[src/rtl/amp_detect.sv]
// amp_detect: per-window amplitude estimator for two scope channels.
// Tracks max/min of wave_a/wave_b over 2^WIN_LOG2 strobes, converts each
// window into a symmetric peak code around mid-scale 128, and publishes the
// estimate once it has agreed with itself for STABLE_WIN consecutive windows.
// Pipeline: tracker -> snapshot -> estimate -> stability/output.

module amp_detect #(
  parameter int WIN_LOG2   = 12,
  parameter int STABLE_WIN = 2,
  parameter int TOL        = 2,
  parameter int MIN_SWING  = 16
) (
  input  logic       clk,
  input  logic       rst,
  input  logic       sample_en,
  input  logic [7:0] wave_a,
  input  logic [7:0] wave_b,
  output logic [7:0] amplitude,
  output logic       amp_valid,
  output logic       amp_upd
);

  localparam logic [WIN_LOG2-1:0] CNT_ZERO  = {WIN_LOG2{1'b0}};
  localparam logic [WIN_LOG2-1:0] CNT_LAST  = {WIN_LOG2{1'b1}};
  localparam logic [WIN_LOG2-1:0] CNT_ONE   = {{(WIN_LOG2-1){1'b0}}, 1'b1};
  localparam logic [2:0]          STABLE_W3 = 3'(STABLE_WIN);
  localparam logic [8:0]          TOL_W9    = 9'(TOL);
  localparam logic [8:0]          SWING_W9  = 9'(MIN_SWING);

  // ---------------------------------------------------------------------------
  // Helper functions
  // ---------------------------------------------------------------------------

  // Symmetric peak code: (max + 256 - min) / 2, saturated to 8 bits.
  function automatic logic [7:0] est_of(input logic [7:0] mx, input logic [7:0] mn);
    logic [9:0] sum;
    logic [9:0] half;
    sum  = {2'b00, mx} + 10'd256 - {2'b00, mn};
    half = {1'b0, sum[9:1]};
    if (half > 10'd255) begin
      est_of = 8'd255;
    end else begin
      est_of = half[7:0];
    end
  endfunction

  // Peak-to-peak of one channel widened to 9 bits so it cannot wrap.
  function automatic logic [8:0] swing_of(input logic [7:0] mx, input logic [7:0] mn);
    swing_of = {1'b0, mx} - {1'b0, mn};
  endfunction

  // Smaller of two codes.
  function automatic logic [7:0] min8(input logic [7:0] x, input logic [7:0] y);
    if (x < y) begin
      min8 = x;
    end else begin
      min8 = y;
    end
  endfunction

  // Absolute difference of two codes.
  function automatic logic [7:0] abs_diff(input logic [7:0] x, input logic [7:0] y);
    if (x >= y) begin
      abs_diff = x - y;
    end else begin
      abs_diff = y - x;
    end
  endfunction

  // ---------------------------------------------------------------------------
  // Stage 0: window counter and running max/min trackers
  // ---------------------------------------------------------------------------
  logic [WIN_LOG2-1:0] cnt_q, cnt_d;
  logic [7:0]          max_a_q, max_a_d;
  logic [7:0]          min_a_q, min_a_d;
  logic [7:0]          max_b_q, max_b_d;
  logic [7:0]          min_b_q, min_b_d;
  logic                last_s;

  // Next tracker state: first strobe of a window seeds, later strobes extend.
  always_comb begin
    cnt_d   = cnt_q;
    max_a_d = max_a_q;
    min_a_d = min_a_q;
    max_b_d = max_b_q;
    min_b_d = min_b_q;
    last_s  = 1'b0;
    if (sample_en) begin
      cnt_d  = cnt_q + CNT_ONE;
      last_s = (cnt_q == CNT_LAST);
      if (cnt_q == CNT_ZERO) begin
        max_a_d = wave_a;
        min_a_d = wave_a;
        max_b_d = wave_b;
        min_b_d = wave_b;
      end else begin
        max_a_d = (wave_a > max_a_q) ? wave_a : max_a_q;
        min_a_d = (wave_a < min_a_q) ? wave_a : min_a_q;
        max_b_d = (wave_b > max_b_q) ? wave_b : max_b_q;
        min_b_d = (wave_b < min_b_q) ? wave_b : min_b_q;
      end
    end else begin
      cnt_d = cnt_q;
    end
  end

  // Tracker registers; gaps in sample_en simply hold them.
  always_ff @(posedge clk) begin
    if (rst) begin
      cnt_q   <= CNT_ZERO;
      max_a_q <= 8'd0;
      min_a_q <= 8'd0;
      max_b_q <= 8'd0;
      min_b_q <= 8'd0;
    end else begin
      cnt_q   <= cnt_d;
      max_a_q <= max_a_d;
      min_a_q <= min_a_d;
      max_b_q <= max_b_d;
      min_b_q <= min_b_d;
    end
  end

  // ---------------------------------------------------------------------------
  // Stage 1: snapshot of the completed window (includes the last sample)
  // ---------------------------------------------------------------------------
  logic [7:0] snap_max_a_q, snap_min_a_q;
  logic [7:0] snap_max_b_q, snap_min_b_q;
  logic       win_done_q;

  // Capture final extremes on the last strobe so the trackers can restart.
  always_ff @(posedge clk) begin
    if (rst) begin
      snap_max_a_q <= 8'd0;
      snap_min_a_q <= 8'd0;
      snap_max_b_q <= 8'd0;
      snap_min_b_q <= 8'd0;
      win_done_q   <= 1'b0;
    end else begin
      win_done_q <= last_s;
      if (last_s) begin
        snap_max_a_q <= max_a_d;
        snap_min_a_q <= min_a_d;
        snap_max_b_q <= max_b_d;
        snap_min_b_q <= min_b_d;
      end
    end
  end

  // ---------------------------------------------------------------------------
  // Stage 2: per-channel estimate, candidate and swing qualification
  // ---------------------------------------------------------------------------
  logic [7:0] est_a_s, est_b_s;
  logic       swing_ok_s;
  logic [7:0] cand_q;
  logic       swing_ok_q;
  logic       est_vld_q;

  // Combinational estimate from the snapshot registers.
  always_comb begin
    est_a_s    = est_of(snap_max_a_q, snap_min_a_q);
    est_b_s    = est_of(snap_max_b_q, snap_min_b_q);
    swing_ok_s = (swing_of(snap_max_a_q, snap_min_a_q) >= SWING_W9) &&
                 (swing_of(snap_max_b_q, snap_min_b_q) >= SWING_W9);
  end

  // Register the candidate; the smaller channel estimate is the safe choice.
  always_ff @(posedge clk) begin
    if (rst) begin
      cand_q     <= 8'd0;
      swing_ok_q <= 1'b0;
      est_vld_q  <= 1'b0;
    end else begin
      est_vld_q <= win_done_q;
      if (win_done_q) begin
        cand_q     <= min8(est_a_s, est_b_s);
        swing_ok_q <= swing_ok_s;
      end
    end
  end

  // ---------------------------------------------------------------------------
  // Stage 3: stability filter and published outputs
  // ---------------------------------------------------------------------------
  logic [7:0] prev_q, prev_d;
  logic       has_prev_q, has_prev_d;
  logic [2:0] agree_q, agree_d;
  logic [7:0] amp_q, amp_d;
  logic       valid_q, valid_d;
  logic       upd_q, upd_d;
  logic [8:0] diff_s;

  // Agreement bookkeeping; output is only written after enough agreements.
  always_comb begin
    prev_d     = prev_q;
    has_prev_d = has_prev_q;
    agree_d    = agree_q;
    amp_d      = amp_q;
    valid_d    = valid_q;
    upd_d      = 1'b0;
    diff_s     = {1'b0, abs_diff(cand_q, prev_q)};
    if (est_vld_q) begin
      if (!swing_ok_q) begin
        has_prev_d = 1'b0;
        agree_d    = 3'd0;
      end else if (!has_prev_q) begin
        prev_d     = cand_q;
        has_prev_d = 1'b1;
        agree_d    = 3'd0;
      end else if (diff_s <= TOL_W9) begin
        agree_d = (agree_q >= STABLE_W3) ? STABLE_W3 : (agree_q + 3'd1);
        prev_d  = cand_q;
        if (agree_d == STABLE_W3) begin
          amp_d   = cand_q;
          valid_d = 1'b1;
          upd_d   = 1'b1;
        end else begin
          upd_d = 1'b0;
        end
      end else begin
        prev_d  = cand_q;
        agree_d = 3'd0;
      end
    end else begin
      upd_d = 1'b0;
    end
  end

  // Stability state and registered outputs.
  always_ff @(posedge clk) begin
    if (rst) begin
      prev_q     <= 8'd0;
      has_prev_q <= 1'b0;
      agree_q    <= 3'd0;
      amp_q      <= 8'd0;
      valid_q    <= 1'b0;
      upd_q      <= 1'b0;
    end else begin
      prev_q     <= prev_d;
      has_prev_q <= has_prev_d;
      agree_q    <= agree_d;
      amp_q      <= amp_d;
      valid_q    <= valid_d;
      upd_q      <= upd_d;
    end
  end

  assign amplitude = amp_q;
  assign amp_valid = valid_q;
  assign amp_upd   = upd_q;

endmodule

[config.mk]
export PLATFORM = sky130hd
export DESIGN_NAME = amp_detect
export DESIGN_NICKNAME = d
export VERILOG_FILES = /design/src/rtl/amp_detect.sv
export SDC_FILE = /design/constraint.sdc
export NUM_CORES = 1
export LEC_CHECK = 0
export ABC_CLOCK_PERIOD_IN_PS = 3100
export BUFFER_PORTS_ARGS = -buffer_cell sky130_fd_sc_hd__buf_2
export CAP_MARGIN = 20
export CORE_MARGIN = 5
export CORE_UTILIZATION = 45
export CTS_CLUSTER_DIAMETER = 30
export CTS_CLUSTER_SIZE = 24
export DETAILED_ROUTE_END_ITERATION = 6
export SLEW_MARGIN = 20
export SYNTH_ARGS = -nofsm -noshare
export SYNTH_HDL_FRONTEND = slang
export SYNTH_SLANG_ARGS = --single-unit
[constraint.sdc]
create_clock -name clk -period 3.1 [get_ports clk]
set_input_delay 0.31 -clock clk [delete_from_list [all_inputs] [get_ports clk]]
set_output_delay 0.31 -clock clk [all_outputs]
set_load 0.01 [all_outputs]
Word level (Yosys, flattened, before mapping)
Cells that the tools add are included.
- output and inout port bits: 10
- bits in registers: 109
- input bits: 19
- word-level logic and storage cells: 75
- order comparisons: 12
- reduce and logical (&&, ||, !) cells: 5
- eq/ne operators: 2
- add/subtract/negate cells: 10
- multiplexer cells: 23
- bitwise operators: 4
- operators by type and width (cell ; number):
    $mux 8 ; 16
    $lt 8x8->1 ; 3
    $add 8x9->10 const B ; 2
    $sub 10x8->10 ; 2
    $ge 9x5->1 const B ; 2
    $gt 9x8->1 const B ; 2
    $sub 8x8->9 ; 2
    $gt 8x8->1 ; 2
    $sub 8x8->8 ; 2
    $add 12x1->12 const B ; 1
    $eq 12x12->1 const B ; 1
    $logic_not 12->1 ; 1
    $mux 3 ; 4
    $ge 8x8->1 ; 1
    $le 8x2->1 const B ; 1
    $reduce_and 5->1 ; 1
    $reduce_or 5->1 ; 1
    $not 1->1 ; 4
    $add 3x1->3 const B ; 1
    $eq 3x2->1 const B ; 1
    $ge 3x2->1 const B ; 1
    $mux 1 ; 3
    $reduce_and 2->1 ; 1
    $logic_and 1x1->1 ; 1

Logic depth before layout (Yosys ltp)
- depth after elaboration: 6
- mapped depth: 17
- depth with buffers taken out: 16

Worst setup path before layout
OpenSTA, ideal clock, no wires.
- kind: reg-to-reg
- start point: register snap_max_a_q[0]
- end point: register cand_q[6]
- setup slack: -0.190 ns
- arrival: 3.199 ns
- required time: 3.009 ns
- buffers on the path: 1
- setup time: 0.091 ns
- stages on the path, launching flop included: 17
- clock period less this slack: 3.290 ns
- path through: dfxtp_1 inv_1 ha_1 fa_1 nor2b_1 o21ai_0 a21boi_0 o21a_1 nor2_1 xnor2_1 ha_1 o21ai_0 o21ai_1 and2_0 clkbuf_1 nand3_1 a311oi_1
- cells in the longest elaborated chain, start to end: 6
- ends and longest elaborated chain (element ; line ; RTL):
    start: declaration ; 127 ; logic [7:0] snap_max_a_q, snap_min_a_q;
    start signal: assignment ; 142 ; snap_max_a_q <= max_a_d;
    $add 8x9->10 * ; 38 ; sum = {2'b00, mx} + 10'd256 - {2'b00, mn};
    $sub 10x8->10 * ; 38 ;
    $gt 9x8->1 ; 40 ; if (half > 10'd255) begin
    $mux 8 * ; 40 ;
    $lt 8x8->1 ; 54 ; if (x < y) begin
    $mux 8 * ; 54 ;
    end signal: assignment ; 176 ; cand_q <= min8(est_a_s, est_b_s);
    end: declaration ; 155 ; logic [7:0] cand_q;
Mark *: on every way between the ends. The rest lies on a longest branch, timed or not.
A chain may end at the register's enable or synchronous reset.

Worst setup path after layout
- start point: register cand_q[0]
- end point: register agree_q[2]
- cells in the longest elaborated chain, start to end: 6
- elaborated cells on any way between the ends: 8
- those cells by class: add/sub: 2; order compare: 2; mux: 4
- ends and longest elaborated chain (element ; line ; RTL):
    $sub 8x8->8 (tied with other cells) ; 66 ; abs_diff = y - x;
    $mux 8 * ; 63 ; if (x >= y) begin
    $le 8x2->1 * ; 210 ; end else if (diff_s <= TOL_W9) begin
    $mux 3 * ; 210 ;
    $mux 3 * ; 206 ; end else if (!has_prev_q) begin
    $mux 3 * ; 203 ; if (!swing_ok_q) begin
    end signal: assignment ; 241 ; agree_q <= agree_d;
    end: declaration ; 187 ; logic [2:0] agree_q, agree_d;
Marks and branches as above.

==> results by group <==
Pwr
  • Leakage Power: 3.11 nW
  • Clock Power Share: 40.2%
  • Reg power frac: 49.6%
  • Switching component of the power: 0.728 mW
  • Pwr dens: 381 nW/um^2
  • Internal power consumption: 2.21 mW
  • IR Drop Worst-Case VDD: 352 uV
  • Post-layout power: 2.94 mW
  • Switching part of the total: 24.8%
  • Combinational cell fraction of total power: 10.2%

Route
  • Remaining antenna violation count after routing: 0
  • First-pass iteration count of the detailed router: 5
  • Aggregate routed wire length: 15600 um
  • First DRT Iteration DRCs: 268
  • DRC Markers: 0
  • Via density: 5.55
  • Total via count in the routed design: 5703
  • WL per Instance: 15.2 um

Synth
  • Library cell with the largest summed area after synthesis: sky130_fd_sc_hd__dfxtp_1
  • Mean instance size in the synthesized netlist: 8.33 um^2
  • Gate count after technology mapping: 797
  • Yosys cell types: 65
  • Ranking of synthesized cells by area: sky130_fd_sc_hd__dfxtp_1, sky130_fd_sc_hd__ha_1, sky130_fd_sc_hd__a21oi_1, sky130_fd_sc_hd__o21ai_0, sky130_fd_sc_hd__inv_1
  • Main flop type after synthesis: sky130_fd_sc_hd__dfxtp_1
  • Share of synthesized area occupied by flip-flops and latches: 32.9%
  • Area fraction of the dominant cell type after synthesis: 32.9%
  • Share of async-settable or async-resettable flops after synthesis: 0%
  • Synthesized net count: 893
  • Number of flops mapped to enable cells by yosys: 0
  • YS warnings: 0
  • Cell area after technology mapping: 6640 um^2
  • Number of register bits inferred by synthesis: 109

Layout
  • Sequential Area: 2180 um^2
  • Number of filler instances in the final layout: 1363
  • Layout overhead on the synthesized area: 16.1%
  • Post-route core utilization: 53.2%
  • Area occupied by multi-input gates: 4230 um^2
  • Net count reported at finish: 935
  • Antenna Diode Count: 0
  • Count of placed standard cells in the final layout, fillers left out: 1028
  • Layout cell share with drive strength beyond 1: 14.7%

Clocking
  • CTS H-tree lvls: 3
  • CTS Hold Buffers Added: 0
  • Clock sink count: 109
  • TritonCTS clock tree: built
  • Post-CTS clock slew at the launch and capture registers of the worst setup and hold paths: 70 ps
  • Root Buffer: sky130_fd_sc_hd__clkbuf_16
  • Clk Latency, worst-skew pair: 360 ps
  • Clock tree buffer depth: 2
  • Total CTS buffers: 9

Setup path
  • Cell type of the slowest stage on the worst timing path: sky130_fd_sc_hd__a2111oi_4
  • Maximum net fanout on the critical path: 5
  • Worst reg2reg startpoint: cand_q[0]$_SDFFE_PP0P_
  • Startpoint type of the worst setup path: flop
  • Worst setup path category: reg2reg
  • Most frequent CP cell: sky130_fd_sc_hd__buf_6
  • Critical path data required time: 3390 ps
  • Maximum single-stage delay on the critical path: 380 ps
  • Critical Path End Type: flop
  • Top Family by Delay on Critical Path: compound AO/OA/AOI/OAI gates
  • Setup crit start: cand_q[0]$_SDFFE_PP0P_
  • Critical-path cell list: inv_2 -> ha_4 -> fa_2 -> nand3b_1 -> buf_6 -> a31oi_4 -> buf_6 -> nor3_2 -> o211ai_1 -> nand3_2 -> a2111oi_4 -> buf_6 -> clkbuf_16 -> nand4bb_1 -> a21oi_1
  • Number of buffer and inverter stages on the critical path: 5
  • Critical path arrival: 3380 ps

Timing
  • Setup repair after global routing missed its margin: true
  • Actual slew at the worst max-slew pin: 633 ps
  • Maximum clock frequency: 324 MHz
  • Crit share post-route: 99.7%
  • Number of failing setup endpoints in the final timing report: 0
  • Worst relative slew slack: 57.8%
  • Setup ws final: 10.8 ps
  • Max-slew violation count: 0
  • Final hold violation count: 0
  • Tightest hold margin: 309 ps
  • Clock period minus final worst setup slack: 3090 ps
  • Worst clock skew: 9.36 ps

Die
  • Die Area: 17300 um^2
  • Width of the die: 131 um
  • Area of the placeable core: 14500 um^2
  • Top-level I/O count: 29
  • Number of placement rows: 44
  • Die Height: 131 um
  • Starting utilization of the core area: 45.8%

Worst hold path
  • Startpoint of the worst hold path: wave_b[3]
  • Class of the tightest hold or removal check: in2reg

Status
  • Result of the run: finished, final reports clean

Global route
  • Via count of the first global-routing pass: 5447
  • GRT overflow: 0
  • Total routing usage reported by global routing: 17.4%
  • Largest net degree at the start of global routing: 58
  • Global-route wire length before repair: 25700 um
  • Antenna violations before repair: 0

Placement
  • Quantity of I/O buffers inserted on ports: 28
  • Gp weighted congestion: 0.888
  • Count of placed standard cells including taps: 1002
  • DP Worst Slack: -40.2 ps
  • Sum of net half-perimeters after detailed placement: 11500 um

Flow run
  • Maxcap violations: 0
layout by cell type (no fill, tap or decap), drive strengths merged, types with 11 or more instances in the layout:
master	Yosys	routed
inv	82	83
nor2b	11	11
dfxtp	109	109
o21ai	74	74
nand3	34	34
a31oi	11	11
o21a	11	12
xor2	13	13
buf	9	57
nor2	57	57
mux2i	18	18
ha	73	73
clkbuf	21	14
a21oi	74	74
a21o	20	20
a211oi	12	12
nand2	46	46
timing repair:
item,4_1_cts,5_1_grt
gates cloned,0,5
endpoints found under the setup margin,17,20
buffers inserted,1,4
pin swaps,1,21
gates resized for setup,3,54
tightest hold or removal path: stages:
cell and delay [ps]:
sky130_fd_sc_hd__buf_2 120, sky130_fd_sc_hd__mux2i_1 110, sky130_fd_sc_hd__nor2_1 100
per-stage QoR:
step	instance area (um^2)	TNS, ps
6_report	7700	0
3_5_place_dp	7080	-343
5_1_grt	7700	-657
2_1_floorplan	6640	0
4_1_cts	7400	0
3_3_place_gp	7080	0
state kept, by name, summed over array words and instances (netlist names), 3 cells and up:
signal / cells
snap_min_b_q: 8
snap_min_a_q: 8
max_b_q: 8
min_a_q: 8
prev_q: 8
amplitude: 8
agree_q: 3
cnt_q: 12
cand_q: 8
snap_max_a_q: 8
min_b_q: 8
snap_max_b_q: 8
max_a_q: 8
power groups by stage:
stage,Combinational [mW],Clock (mW),Sequential [mW]
finish,0.299,1.18,1.46
global route,0.341,1.27,1.46
CTS,0.301,1.21,1.46
detailed placement,0.299,0,1.49
global placement,0.288,0,1.49
floorplan,0.209,0,1.48
kinds of logic (layout without fill, tap and decap cells):
family	count (synthesis)	in the layout	share of synthesized area (%)
AOI/OAI and AO/OA	251	253	24.2
muxes	18	18	2.71
adders and majority gates	77	77	15.0
buffers and inverters	112	157	6.60
and+or+nand+nor	208	208	15.7
DFF	109	109	32.9
xor gates and xnor gates	22	22	2.90
worst paths after layout:
kind,end,slack (ps),depth (start not counted)
hold / removal,max_b_q[3]$_SDFF_PP0_,310,3
setup / recovery,agree_q[2]$_SDFFE_PP0P_,10,15
setup reg to reg,agree_q[2]$_SDFFE_PP0P_,10,15
hold reg to reg,prev_q[7]$_SDFFE_PP0P_,470,2
per-layer routing:
metal	vias to the layer above	wire, um	GRT usage [%]
met5	-	0	0
met4	0	362	8.17
met3	23	633	2.98
met2	126	7500	28.2
met1	2636	7140	22.6
li1	2918	-	-
Yosys cell counts (3+ instances only):
cell and count:
sky130_fd_sc_hd__nand3_1 33, sky130_fd_sc_hd__clkbuf_1 21, sky130_fd_sc_hd__nor2b_1 11, sky130_fd_sc_hd__a311oi_1 9, sky130_fd_sc_hd__buf_4 4, sky130_fd_sc_hd__and3_1 8, sky130_fd_sc_hd__a21o_1 20, sky130_fd_sc_hd__nor4_1 3
sky130_fd_sc_hd__dfxtp_1 109, sky130_fd_sc_hd__nor2_1 57, sky130_fd_sc_hd__a31oi_1 10, sky130_fd_sc_hd__o21ai_1 11, sky130_fd_sc_hd__xnor2_1 9, sky130_fd_sc_hd__a21bo_1 8, sky130_fd_sc_hd__inv_1 82, sky130_fd_sc_hd__nand2b_1 9
sky130_fd_sc_hd__nor4b_1 3, sky130_fd_sc_hd__and2_1 3, sky130_fd_sc_hd__a21oi_1 73, sky130_fd_sc_hd__o21a_1 11, sky130_fd_sc_hd__or3_1 6, sky130_fd_sc_hd__fa_1 4, sky130_fd_sc_hd__buf_1 3, sky130_fd_sc_hd__nand2_1 46
sky130_fd_sc_hd__a211oi_1 12, sky130_fd_sc_hd__nand4_1 7, sky130_fd_sc_hd__nand3b_1 3, sky130_fd_sc_hd__o211ai_1 5, sky130_fd_sc_hd__xor2_1 13, sky130_fd_sc_hd__mux2i_1 18, sky130_fd_sc_hd__a21boi_0 5, sky130_fd_sc_hd__ha_1 73
sky130_fd_sc_hd__o2111ai_1 3, sky130_fd_sc_hd__o21ai_0 63, sky130_fd_sc_hd__nor3_1 6
area by class of cell:
type | count | area share (%)
clock inverter | 4 | 0.731
inverter | 82 | 4.00
clock buffer | 12 | 3.20
multi-input combinational | 578 | 54.9
sequential | 109 | 28.4
tap | 184 | 2.99
timing repair buffer | 59 | 5.86
Note: power is estimated with default switching activity, not from simulation.
